$ cat src/rtl/ext_prog_bridge.sv
// ext_prog_bridge: routes CPU instruction fetches to internal program memory or to an
// external 4-phase bus, with a bounded wait that returns ERR_WORD and flags err on timeout.
module ext_prog_bridge #(
    parameter int          TIMEOUT  = 16,
    parameter logic [31:0] ERR_WORD = 32'h0000_0000
) (
    input  logic        Clk,
    input  logic        Rst,
    input  logic [31:0] adress,
    input  logic        req,
    input  logic        cs,
    input  logic [31:0] int_data,
    output logic [31:0] ext_addr,
    output logic        ext_req,
    input  logic        ext_ack,
    input  logic [31:0] ext_data,
    output logic [31:0] rdata,
    output logic        ready,
    output logic        err
);
    localparam int CW = $clog2(TIMEOUT) + 1;

    typedef enum logic [2:0] {IDLE, DECODE, INT_RD, EXT_REQ, EXT_REL, DONE} state_t;

    state_t        state, state_nx;
    logic [CW-1:0] cnt;
    logic          err_flag;
    logic          timeout;

    assign timeout = cnt == CW'(TIMEOUT - 1);

    always_ff @(posedge Clk or negedge Rst) begin
        if (!Rst) state <= IDLE;
        else      state <= state_nx;
    end

    // Ack is checked before timeout so a late ack on the last wait cycle still delivers data.
    always_comb begin
        state_nx = state;
        case (state)
            IDLE:    state_nx = req ? DECODE : IDLE;
            DECODE:  state_nx = cs ? EXT_REQ : INT_RD;
            INT_RD:  state_nx = DONE;
            EXT_REQ: state_nx = (ext_ack || timeout) ? EXT_REL : EXT_REQ;
            EXT_REL: state_nx = ext_ack ? EXT_REL : DONE;
            DONE:    state_nx = IDLE;
            default: state_nx = IDLE;
        endcase
    end

    always_comb begin
        ext_req = state == EXT_REQ;
        ready   = state == DONE;
        err     = (state == DONE) && err_flag;
    end

    always_ff @(posedge Clk or negedge Rst) begin
        if (!Rst) begin
            ext_addr <= '0;
            rdata    <= '0;
            cnt      <= '0;
            err_flag <= 1'b0;
        end else begin
            if (state == IDLE && req) ext_addr <= adress;
            if (state == INT_RD) rdata <= int_data;
            if (state == EXT_REQ) begin
                if (ext_ack) rdata <= ext_data;
                else if (timeout) begin
                    rdata    <= ERR_WORD;
                    err_flag <= 1'b1;
                end else cnt <= cnt + 1'b1;
            end
            if (state == DONE) begin
                cnt      <= '0;
                err_flag <= 1'b0;
            end
        end
    end
endmodule

$ cat config.mk
export PLATFORM = sky130hd
export DESIGN_NAME = ext_prog_bridge
export DESIGN_NICKNAME = d
export VERILOG_FILES = /design/src/rtl/ext_prog_bridge.sv
export SDC_FILE = /design/constraint.sdc
export NUM_CORES = 1
export LEC_CHECK = 0
export CORE_MARGIN = 5
export CORE_UTILIZATION = 39
export DETAILED_ROUTE_END_ITERATION = 16
export GPL_ROUTABILITY_DRIVEN = 0
export MAX_ROUTING_LAYER = met4
export PLACE_DENSITY = 0.78
export SYNTH_ARGS = -nofsm -noshare
export SYNTH_HDL_FRONTEND = slang
export SYNTH_SLANG_ARGS = --single-unit
$ cat constraint.sdc
create_clock -name Clk -period 2.6 [get_ports Clk]
set_input_delay 0.52 -clock Clk [delete_from_list [all_inputs] [get_ports Clk]]
set_output_delay 0.52 -clock Clk [all_outputs]
set_load 0.1 [all_outputs]
# --- Word level (Yosys, flattened, before mapping) ---
# Cells that the tools add are included.
op_classes:
  reduce_logical: 8
  addsub: 1
  mux: 17
  n_eq_ne: 8
op_table:
  columns: ["op", "n"]
  rows:
  - ["$mux 32", 4]
  - ["$mux 5", 4]
  - ["$pmux 3 s5", 1]
  - ["$mux 1", 7]
  - ["$eq 3x2->1 const B", 2]
  - ["$eq 3x3->1 const B", 2]
  - ["$reduce_and 3->1", 2]
  - ["$add 5x1->5 const B", 1]
  - ["$eq 5x4->1 const B", 1]
  - ["$reduce_bool 2->1", 2]
  - ["$eq 3x1->1 const B", 1]
  - ["$logic_not 3->1", 1]
  - ["$mux 3", 1]
  - ["$logic_and 1x1->1", 2]
  - ["$ne 2x1->1 const B", 1]
  - ["$ne 2x2->1 const B", 1]
  - ["$logic_or 1x1->1", 1]
totals:
  in_bits: 101
  elab_cells: 39
  regBits: 73
  output_inout_bits: 67

# --- Longest topological paths before layout ---
depth:
  ltp_word: 5
  ltp_mapped: 8
  ltp_nobuf: 6

# --- Worst setup path after synthesis ---
# OpenSTA, ideal clock, no wires.
synth_timing:
  kind: "reg-to-output"
  startpoint: "register state[1]"
  endpoint: "output err"
  path_buffers: 1
  stages_incl_launch_ff: 5
  arrival_time_ns: 2.214
  t_required_ns: 2.080
  setup_slack_ns: -0.134
  path_cell_list: "dfrtp_1 buf_2 nand3b_1 inv_1 and2_1"
synth_between:
  elab_chain_cells: 2
synth_rtl:
  columns: ["element", "line", "text"]
  rows:
  - ["start: declaration", "25", "state_t state, state_nx;"]
  - ["start signal: assignment", "34", "else state <= state_nx;"]
  - ["$eq 3x3->1", null, null]
  - ["via ready", "18", "output logic ready,"]
  - ["$logic_and 1x1->1", "54", "err = (state == DONE) && err_flag;"]
  - ["end: declaration", "19", "output logic err"]
# The timed path passes the listed nets, and every way through them passes these cells.

# --- Final worst setup path ---
layout_timing:
  startpoint: "register cnt[0]"
  endpoint: "register cnt[3]"
layout_between:
  elab_chain_cells: 5
  word_cells_on_any_way: 8
  classes_between: "1 x add/sub; 2 x eq/ne; 4 x mux; 1 x reduce/logical"
layout_rtl:
  columns: ["element", "line", "text"]
  rows:
  - ["start: declaration", "26", "logic [CW-1:0] cnt;"]
  - ["start signal: assignment", "71", "end else cnt <= cnt + 1'b1;"]
  - ["$add 5x1->5", "71", null]
  - ["$mux 5", "68", "else if (timeout) begin"]
  - ["$mux 5", "67", "if (ext_ack) rdata <= ext_data;"]
  - ["$mux 5", "66", "if (state == EXT_REQ) begin"]
  - ["$mux 5", "73", "if (state == DONE) begin"]
# Several ways; a longest one is shown, not always the timed one. The select of a mux whose other input is x is not followed.
# A chain may end at the register's enable or synchronous reset.

==> reports/qor.yml <==
drc: 0
finalSetupViolCount: 0
startpoint_type: "register"
syn2layout_area_growth_pct: 57.9
hpwl_mm: 6.19
dpl_cell_area_sq_um: 4680
die_y_microns: 99
syn_nets: 335
path_clk_slew_ns: 0.08
cts_tree: "built"
reg2reg_slack_ns: 0.35
crit_start: "cnt[0]"
yosysMostFrequentCell: "dfrtp_1"
cts_setup_buffers: 0
end_kind: "register"
synthCells: 232
drv_slew: 0
first_pass_iters: 4
design_area_sq_um: 4880
ys_ff_latch: 73
ys_top_cells_by_count: "73 x dfrtp_1, 32 x a221o_1, 32 x and2_1, 27 x mux2_2, 9 x buf_2"
die_x_microns: 99
cp.arrival_ns: 2.50
final.period_utilization_pct: 86.7
insertion_delay_ns: 0.33
clock_skew_ns: 0.00993
syn_avg_cell_area_sq_um: 13.3
antenna_cells: 0
rows: 32
fillerInstances: 617
synthArstFlopShare_pct: 100
yosys.area.top_type: "dfrtp_1"
cp-endpoint: "cnt[3]"
grt_max_degree: 74
drt_iter0_markers: 163
synth_flop_cell: "dfrtp_1"
synth_cell_types: 33
wl_mm: 8.24
grt_remaining_overflow: 0
ant_nets: 0
slew_headroom_pct: 40.4
antenna_found_initial: 0
cts-root-buf: "clkbuf_8"
grt_pass1_wl_mm: 13.3
clockBufferDepth: 2
layout.nets: 500
hold_violations: 0
pre_cts_ws_ns: 0.313
fmax_ghz: 0.444
cts_hold_buf: 0
port_buffers: 167
synth_area_sq_um: 3090
netlist.area_leader.share_pct: 59.1
synth_edf_count: 0
hold_class: "in -> async"
setup_tns_ns: 0
cap_violations: 0
worst-path-max-fanout: 9
grt_pass1_vias: 2667
cts_inserted_buffers: 9
ys_top_cells_by_area: "dfrtp_1 59%, a221o_1 10%, mux2_2 9.8%, and2_1 6.5%, mux2_1 1.8%"
final.min_clock_period_ns: 2.25
rsz0062_at_grt: "no"
io_pins: 168
vias: 2533
path_class: "reg -> reg"
vias_per_cell: 5.04
r2r_cells: 6
grt_usage_pct: 17.5
cts.repair.resized: 0
final_layout_size_suffix_gt1_share_pct: 29.4
core_area_sq_um: 7730
start_util_pct: 40.0
clkSinkCount: 73
outcome: "finished, final reports clean"
cp_data_required_time_ns: 2.85
yosys_warnings: 0
r2r-start: "cnt[0]"
tightest_slew_ns: 0.894
cts_max_level: 3
r2r-end: "cnt[3]"
die_area_sq_um: 9800
seq_area_frac_synth_pct: 59.1
final.setup.worst_slack_ns: 0.347
wl_per_cell_microns: 16.4
final_util_pct: 63.1
logic make-up after synthesis:
| kind of cell | count (synthesis) | share of synthesized area (%) |
|---|---|---|
| and+or+nand+nor | 56 | 11.4 |
| buffers and inverters | 22 | 3.40 |
| adders and majority gates | 2 | 0.810 |
| DFF | 73 | 59.1 |
| AOI/OAI and AO/OA | 47 | 13.6 |
| muxes | 32 | 11.7 |
layout by cell type (no fill, tap or decap), types with 2 or more instances in the layout:
cell type        count
nor2_1               2
clkinv_2             2
nor3_1               3
and2_1              31
inv_1                5
a21oi_1              4
mux2_1               5
dfrtp_1             73
nand2b_1             2
mux2_2              27
a221o_1             32
nand3_1              2
clkdlybuf4s50_1     99
or4_1                2
ha_1                 2
buf_4               71
o21ai_0              3
clkbuf_8            10
nand2_1              3
and3_1               2
o31ai_1              3
worst min-delay path by stage:
| stage | start | end | slack, ns | depth (start not counted) |
|---|---|---|---|---|
| floorplan | Rst | cnt[0] | 0.22 | 0 |
| global placement | ext_addr[0] | ext_addr[0] | 0.47 | 1 |
| detailed placement | ext_addr[0] | ext_addr[0] | 0.48 | 1 |
| CTS | Rst | ext_addr[1] | 0.33 | 1 |
| global route | Rst | ext_addr[1] | 0.37 | 1 |
| finish | Rst | ext_addr[1] | 0.29 | 1 |
metal layers:
metal	global-route usage, %	wire length, microns	vias up
li1	-	-	1190
met1	22.0	3610	1196
met2	26.5	3920	135
met3	4.95	625	12
met4	7.04	89	0
met5	-	0	-
metrics by stage:
stage	hold slack [ns]	std cells
2_1_floorplan	0.224	232
3_3_place_gp	0.472	488
3_5_place_dp	0.476	488
4_1_cts	0.334	503
5_1_grt	0.368	503
6_report	0.292	503
flip-flops by register name, summed over array words and instances, names as in the netlist:
signal,cells
state,3
rdata,32
err_flag,1
ext_addr,32
cnt,5
layout make-up:
class                      count  area [sq um]  area share, %
multi-input combinational    137          1170           23.9
clock inverter                 5          56.3           1.15
inverter                       5          18.8          0.385
tap                          102           128           2.62
sequential                    73          1830           37.4
timing repair buffer         171          1540           31.6
clock buffer                  10           138           2.82
worst max-delay path, stage by stage (launching register included):
cell	delay, ns
dfrtp_1	0.41
ha_1	0.22
and3_1	0.18
ha_1	0.22
or3b_1	0.49
or4_1	0.50
a21oi_1	0.16
Power is not shown: default switching activity piles up to over one toggle a cycle in this logic, so the estimate is an artifact.
